[config.mk]
export PLATFORM = sky130hd
export DESIGN_NAME = mmio_bus_mux_flat
export DESIGN_NICKNAME = d
export VERILOG_FILES = /design/src/rtl/mmio_bus_mux_if.sv /design/src/rtl/mmio_bus_mux.sv /design/src/flat_wrapper.sv
export SDC_FILE = /design/constraint.sdc
export NUM_CORES = 1
export LEC_CHECK = 0
export ABC_AREA = 1
export BUFFER_PORTS_ARGS = -buffer_cell sky130_fd_sc_hd__buf_4
export CORE_AREA = 2 2 178 180
export DETAILED_ROUTE_END_ITERATION = 16
export DIE_AREA = 0 0 180 182
export PLACE_DENSITY = 0.49
export SYNTH_ARGS = -nofsm -noshare
export SYNTH_HDL_FRONTEND = slang
export SYNTH_SLANG_ARGS = --single-unit
[constraint.sdc]
create_clock -name clk -period 3.95 [get_ports clk]
set_input_delay 0 -clock clk [delete_from_list [all_inputs] [get_ports clk]]
set_output_delay 0 -clock clk [all_outputs]
set_load 0.05 [all_outputs]
[src/rtl/mmio_bus_mux_if.sv]
// Bus bundle between the CPU memory controller, the MMIO mux and the
// MMIO cores. The master side is the environment (CPU plus cores); the
// slave side is the mux itself.
interface mmio_bus_mux_if #(
   parameter int NUM_TARGETS = 8
);
   // CPU side
   logic                       cpu_valid;
   logic [31:0]                cpu_addr;
   logic [3:0]                 cpu_wstrb;
   logic [31:0]                cpu_wdata;
   logic                       cpu_ready;
   logic [31:0]                cpu_rdata;
   logic                       fw_app_mode;

   // Target side
   logic [NUM_TARGETS-1:0]     tgt_cs;
   logic                       tgt_we;
   logic [7:0]                 tgt_address;
   logic [31:0]                tgt_write_data;
   logic [32*NUM_TARGETS-1:0]  tgt_read_data;
   logic [NUM_TARGETS-1:0]     tgt_ready;

   // Error reporting
   logic                       err_valid;
   logic [1:0]                 err_code;
   logic [31:0]                err_addr;
   logic [7:0]                 err_count;

   modport master (
      output cpu_valid, cpu_addr, cpu_wstrb, cpu_wdata, fw_app_mode,
      output tgt_read_data, tgt_ready,
      input  cpu_ready, cpu_rdata,
      input  tgt_cs, tgt_we, tgt_address, tgt_write_data,
      input  err_valid, err_code, err_addr, err_count
   );

   modport slave (
      input  cpu_valid, cpu_addr, cpu_wstrb, cpu_wdata, fw_app_mode,
      input  tgt_read_data, tgt_ready,
      output cpu_ready, cpu_rdata,
      output tgt_cs, tgt_we, tgt_address, tgt_write_data,
      output err_valid, err_code, err_addr, err_count
   );
endinterface

[src/rtl/mmio_bus_mux.sv]
// MMIO interconnect: routes one CPU access at a time to the core whose
// 6-bit prefix matches cpu_addr[29:24], with a ready timeout, app-mode
// write protection and error reporting with a saturating error counter.
module mmio_bus_mux #(
   parameter int                       NUM_TARGETS    = 8,
   parameter logic [6*NUM_TARGETS-1:0] TGT_PREFIXES   = {NUM_TARGETS{6'h3f}},
   parameter logic [NUM_TARGETS-1:0]   APP_WP_MASK    = '0,
   parameter int                       TIMEOUT_CYCLES = 255
) (
   input logic           clk,
   input logic           reset_n,
   mmio_bus_mux_if.slave bus
);

   localparam int          IDX_W    = (NUM_TARGETS > 1) ? $clog2(NUM_TARGETS) : 1;
   localparam logic [15:0] TMO_LAST = 16'(TIMEOUT_CYCLES - 1);

   typedef enum logic [1:0] {
      IDLE,
      ACCESS,
      RESP
   } state_t;

   state_t           state;
   logic [IDX_W-1:0] sel_idx;
   logic [15:0]      tmo_cnt;
   logic [31:0]      lat_addr;

   logic             hit;
   logic [IDX_W-1:0] hit_idx;

   // Error counter sticks at its maximum instead of wrapping.
   function automatic logic [7:0] sat_inc8(input logic [7:0] v);
      return (v == 8'hff) ? v : v + 8'd1;
   endfunction

   // Prefix decode; scanning from the top down lets the lowest matching index win.
   always_comb begin
      hit     = 1'b0;
      hit_idx = '0;
      for (int i = NUM_TARGETS - 1; i >= 0; i--) begin
         if (bus.cpu_addr[29:24] == TGT_PREFIXES[6*i +: 6]) begin
            hit     = 1'b1;
            hit_idx = IDX_W'(i);
         end
      end
   end

   // Access FSM with all bus and error outputs registered.
   always_ff @(posedge clk) begin
      if (!reset_n) begin
         state              <= IDLE;
         sel_idx            <= '0;
         tmo_cnt            <= '0;
         lat_addr           <= '0;
         bus.cpu_ready      <= 1'b0;
         bus.cpu_rdata      <= '0;
         bus.tgt_cs         <= '0;
         bus.tgt_we         <= 1'b0;
         bus.tgt_address    <= '0;
         bus.tgt_write_data <= '0;
         bus.err_valid      <= 1'b0;
         bus.err_code       <= 2'd0;
         bus.err_addr       <= '0;
         bus.err_count      <= '0;
      end else begin
         bus.cpu_ready <= 1'b0;
         bus.err_valid <= 1'b0;
         case (state)
            IDLE: begin
               if (bus.cpu_valid) begin
                  lat_addr           <= bus.cpu_addr;
                  bus.tgt_we         <= |bus.cpu_wstrb;
                  bus.tgt_address    <= bus.cpu_addr[9:2];
                  bus.tgt_write_data <= bus.cpu_wdata;
                  if (!hit) begin
                     bus.cpu_rdata <= '0;
                     bus.cpu_ready <= 1'b1;
                     bus.err_valid <= 1'b1;
                     bus.err_code  <= 2'd1;
                     bus.err_addr  <= bus.cpu_addr;
                     bus.err_count <= sat_inc8(bus.err_count);
                     state         <= RESP;
                  end else if (APP_WP_MASK[hit_idx] && bus.fw_app_mode &&
                               (bus.cpu_wstrb != 4'h0)) begin
                     bus.cpu_rdata <= '0;
                     bus.cpu_ready <= 1'b1;
                     bus.err_valid <= 1'b1;
                     bus.err_code  <= 2'd2;
                     bus.err_addr  <= bus.cpu_addr;
                     bus.err_count <= sat_inc8(bus.err_count);
                     state         <= RESP;
                  end else begin
                     sel_idx    <= hit_idx;
                     tmo_cnt    <= '0;
                     bus.tgt_cs <= NUM_TARGETS'(1) << hit_idx;
                     state      <= ACCESS;
                  end
               end
            end
            ACCESS: begin
               // Ready is checked first so a late ready on the last cycle still returns data.
               if (bus.tgt_ready[sel_idx]) begin
                  bus.cpu_rdata <= bus.tgt_read_data[32*sel_idx +: 32];
                  bus.cpu_ready <= 1'b1;
                  bus.tgt_cs    <= '0;
                  state         <= RESP;
               end else if (tmo_cnt == TMO_LAST) begin
                  bus.cpu_rdata <= '0;
                  bus.cpu_ready <= 1'b1;
                  bus.tgt_cs    <= '0;
                  bus.err_valid <= 1'b1;
                  bus.err_code  <= 2'd3;
                  bus.err_addr  <= lat_addr;
                  bus.err_count <= sat_inc8(bus.err_count);
                  state         <= RESP;
               end else begin
                  tmo_cnt <= tmo_cnt + 16'd1;
               end
            end
            RESP: begin
               // cpu_valid is deliberately ignored here to avoid accepting the same request twice.
               state <= IDLE;
            end
            default: state <= IDLE;
         endcase
      end
   end

endmodule

[src/flat_wrapper.sv]
// flat-port wrapper written by rule: the top's interface ports become plain ports
module mmio_bus_mux_flat 
#(
   parameter int                       NUM_TARGETS    = 8,
   parameter logic [6*NUM_TARGETS-1:0] TGT_PREFIXES   = {NUM_TARGETS{6'h3f}},
   parameter logic [NUM_TARGETS-1:0]   APP_WP_MASK    = '0,
   parameter int                       TIMEOUT_CYCLES = 255
)
  (clk, reset_n, bus_cpu_valid, bus_cpu_addr, bus_cpu_wstrb, bus_cpu_wdata, bus_fw_app_mode, bus_tgt_read_data, bus_tgt_ready, bus_cpu_ready, bus_cpu_rdata, bus_tgt_cs, bus_tgt_we, bus_tgt_address, bus_tgt_write_data, bus_err_valid, bus_err_code, bus_err_addr, bus_err_count);
  mmio_bus_mux_if #(.NUM_TARGETS(NUM_TARGETS)) bus_i ();
  input logic clk;
  input logic reset_n;
  input wire logic [$bits(bus_i.cpu_valid)-1:0] bus_cpu_valid;
  input wire logic [$bits(bus_i.cpu_addr)-1:0] bus_cpu_addr;
  input wire logic [$bits(bus_i.cpu_wstrb)-1:0] bus_cpu_wstrb;
  input wire logic [$bits(bus_i.cpu_wdata)-1:0] bus_cpu_wdata;
  input wire logic [$bits(bus_i.fw_app_mode)-1:0] bus_fw_app_mode;
  input wire logic [$bits(bus_i.tgt_read_data)-1:0] bus_tgt_read_data;
  input wire logic [$bits(bus_i.tgt_ready)-1:0] bus_tgt_ready;
  output wire logic [$bits(bus_i.cpu_ready)-1:0] bus_cpu_ready;
  output wire logic [$bits(bus_i.cpu_rdata)-1:0] bus_cpu_rdata;
  output wire logic [$bits(bus_i.tgt_cs)-1:0] bus_tgt_cs;
  output wire logic [$bits(bus_i.tgt_we)-1:0] bus_tgt_we;
  output wire logic [$bits(bus_i.tgt_address)-1:0] bus_tgt_address;
  output wire logic [$bits(bus_i.tgt_write_data)-1:0] bus_tgt_write_data;
  output wire logic [$bits(bus_i.err_valid)-1:0] bus_err_valid;
  output wire logic [$bits(bus_i.err_code)-1:0] bus_err_code;
  output wire logic [$bits(bus_i.err_addr)-1:0] bus_err_addr;
  output wire logic [$bits(bus_i.err_count)-1:0] bus_err_count;
  assign bus_i.cpu_valid = bus_cpu_valid;
  assign bus_i.cpu_addr = bus_cpu_addr;
  assign bus_i.cpu_wstrb = bus_cpu_wstrb;
  assign bus_i.cpu_wdata = bus_cpu_wdata;
  assign bus_i.fw_app_mode = bus_fw_app_mode;
  assign bus_i.tgt_read_data = bus_tgt_read_data;
  assign bus_i.tgt_ready = bus_tgt_ready;
  assign bus_cpu_ready = bus_i.cpu_ready;
  assign bus_cpu_rdata = bus_i.cpu_rdata;
  assign bus_tgt_cs = bus_i.tgt_cs;
  assign bus_tgt_we = bus_i.tgt_we;
  assign bus_tgt_address = bus_i.tgt_address;
  assign bus_tgt_write_data = bus_i.tgt_write_data;
  assign bus_err_valid = bus_i.err_valid;
  assign bus_err_code = bus_i.err_code;
  assign bus_err_addr = bus_i.err_addr;
  assign bus_err_count = bus_i.err_count;
  mmio_bus_mux #(.NUM_TARGETS(NUM_TARGETS), .TGT_PREFIXES(TGT_PREFIXES), .APP_WP_MASK(APP_WP_MASK), .TIMEOUT_CYCLES(TIMEOUT_CYCLES)) u_core (.clk(clk), .reset_n(reset_n), .bus(bus_i));
endmodule
==> flow_summary.yaml <==
outcome:
  status: "finished, violations left"
  violations: "hold timing"
worst_setup_path:
  critical_path_class: "reg2reg"
  cp-end-kind: "register"
  crit_arrival_ps: 2500
  cp_cell_sequence: "ha_1 > nand2_1 > nor2_2 > nand2_1 > nand3_1 > nand3_2 > nand2_1 > a21oi_1"
  start_kind: "register"
  path_max_fanout: 34
  cp_slowest_cell: "nand3_2"
  required_ps: 4220
  slowest_delay_ps: 620
  cpMostUsedCell: "nand2_1"
global_routing:
  grt_pass1_vias: 6892
  grt_max_degree: 70
  grtUsageTotal_pct: 14.54
  gr-total-overflow: 0
  grt_pass1_wl_um: 38060
  antenna_found_initial: 0
logic_synthesis:
  synthDistinctLibCells: 34
  synth-simple-area-share_pct: 32.28
  yosysSeqAreaShare_pct: 47.65
  syn_avg_cell_area_um2: 6.936
  synth-compound-area-share_pct: 11.43
  yosys_register_bits: 160
  netlist_area_mm2: 0.006721
  synth_top_family_by_area: "simple AND/OR/NAND/NOR gates"
  synthAdderAreaFrac_pct: 0.5585
  synth_warnings: 0
  ys_async_sr_fraction_pct: 0
  synth_xor_area_share_pct: 0.7818
  synth-main-ff-cell: "dfxtp_1"
  synthTopCellsByCount: "252 x nor2_1, 245 x nand2_1, 160 x dfxtp_1, 102 x o21ai_0, 48 x a21oi_1"
  synthMuxAreaShare_pct: 0
  synth_top_cell_area_share_pct: 47.65
  synthCells: 969
  synth_area_leader_cell: "dfxtp_1"
  synth_area_leaders: "dfxtp_1 48%, nor2_1 14%, nand2_1 14%, o21ai_0 7.6%, a21oi_1 3.6%"
  synth_edf_count: 0
  synth.most_common_cell: "nor2_1"
finish:
  n_fill_cell: 3327
  post_layout_nonfiller_instances: 1662
  syn_to_final_growth_pct: 51.10
  n_antenna_cell: 0
  layout-drive-gt1-share_pct: 21.98
  num-nets-final: 1586
  fin_util_pct: 32.78
floorplanning:
  start_util_pct: 21.69
  pin_count: 461
  dieHeight_um: 182
  die_area_mm2: 0.03276
  rows: 65
  core_mm2: 0.03099
  fp.dieW_um: 180
sta:
  tightest_slew_ps: 1025
  grt_setup_unrepaired: "false"
  worst_clock_skew_ps: 16.78
  max-slew-margin-rel_pct: 31.61
  slew_viol_final: 0
  hold_viol_final: 1
  post-route-period-util_pct: 56.33
  setup_viol: 0
  timing.hold.ws_ps: -0.4510
  fin_tns_setup_ps: 0
  finalCriticalPeriod_ps: 2225
  fmax_ghz: 0.4495
clock_network:
  cts_max_path_buffers: 2
  clk_pin_slew_worst_paths_ps: 80
  h-tree-depth: 4
  cts_resized: 0
  cts-hold-fix-buffers: 94
  cts_tree: "done"
  cts_root_buffer: "clkbuf_16"
  cts_buffers: 17
  cts_setup_buffers: 0
  cts_sinks: 160
  clkLatencyLatePin_ps: 430
place:
  dp_cells: 1536
  gp_congestion: 0.7693
  numPortBuffers: 221
  dpl.hpwl_um: 15290
job:
  max_cap_violations: 0
routing:
  viasPerCell: 4.213
  routed_wl_um: 23700
  drtAntennaViolNets: 0
  drc_errors: 0
  dr.pass1.iters: 4
  vias: 7002
  drt_iter0_drc: 505
  routedWlPerCell_um: 14.26
pwr:
  peakVddDrop_v: 0.0002436
  p_leak_nw: 4.543
  powerDensity_mw_per_mm2: 441.1
  power_mw: 4.480
min_path:
  hp-class: "in2reg"
## state kept, by name, indices dropped and copies added, names as in the netlist, 2 cells and up
| name | flops |
|---|---|
| u_core.tmo_cnt | 16 |
| u_core.state | 2 |
| u_core.lat_addr | 32 |
| u_core.bus.err_addr | 32 |
| u_core.bus.tgt_write_data | 32 |
| u_core.bus.err_code | 2 |
| u_core.bus.cpu_rdata | 32 |
| u_core.bus.err_count | 8 |
## worst paths after layout
kind	from	to	slack [ps]	cells past startpoint
worst max register to register	u_core.tmo_cnt[1]$_SDFFE_PN0P_	u_core.bus.cpu_rdata[7]$_SDFFE_PN0P_	1730	8
worst min register to register	u_core.bus.cpu_rdata[23]$_SDFFE_PN0P_	u_core.bus.cpu_rdata[23]$_SDFFE_PN0P_	460	2
worst min-delay path	bus_cpu_wdata[23]	u_core.bus.tgt_write_data[23]$_SDFFE_PN0P_	-0.5	3
worst max-delay path	u_core.tmo_cnt[1]$_SDFFE_PN0P_	u_core.bus.cpu_rdata[7]$_SDFFE_PN0P_	1730	8
## cell type report
type / count / area [µm²] / area share, %
timing repair buffer: 321 / 2645 / 26.04
sequential: 160 / 3203 / 31.54
tap: 402 / 503.0 / 4.953
multi-input combinational: 713 / 3054 / 30.07
clock buffer: 17 / 425.4 / 4.189
inverter: 34 / 127.6 / 1.257
clock inverter: 15 / 197.7 / 1.947
## stage by stage
stage / area (µm²) / setup WS [ps]
after detailed placement: 8592 / 1689
after CTS: 10160 / 1688
final: 10160 / 1725
after global placement: 8592 / 1721
after floorplan: 6744 / 2033
after global routing: 10160 / 1465
## power by group
part	internal (mW)	switching (mW)	total (mW)
clock	0.916	0.818	1.73
combinational	0.324	0.634	0.957
sequential	1.72	0.0651	1.79
## per-layer routing
| metal | up-vias | wire, µm | global-route usage, % |
|---|---|---|---|
| li1 | 3587 | - | - |
| met1 | 3193 | 11320 | 19.15 |
| met2 | 208 | 10640 | 23.43 |
| met4 | 0 | 244 | 3.707 |
| met5 | - | 0 | 0 |
| met3 | 14 | 1499 | 4.051 |
## layout by cell type, fill, tap and decap left out, types with 2 or more instances in the layout
cell	netlist	layout
nor2_1	252	252
nand2_1	245	245
buf_4	19	227
dfxtp_1	160	160
o21ai_0	102	102
dlygate4sd3_1	0	94
a21oi_1	48	48
inv_1	29	28
clkbuf_16	0	17
nand3_1	16	16
nand4_1	10	10
conb_1	1	7
nor2_2	5	5
inv_2	4	5
xor2_1	5	5
clkinv_8	0	5
nor3_1	4	4
inv_8	0	4
ha_1	3	3
clkinv_4	0	3
nor2_4	2	2
nand2_2	2	2
o21ai_1	2	2
clkinvlp_4	0	2
## worst max-delay path: cells and delay by family (launching register included)
kind	cells	cell delay (ps)
flip-flops	1	400
adder cells (fa/ha/maj)	1	180
AO/OA/AOI/OAI	1	90
AND/OR/NAND/NOR	6	1390
## cell families after synthesis
family,count (synthesis)
xor gates and xnor gates,6
AOI/OAI and AO/OA,153
buffers and inverters,102
and+or+nand+nor,544
other,1
adders and majority gates,3
DFF,160
Note: power is estimated with default switching activity, not from simulation.
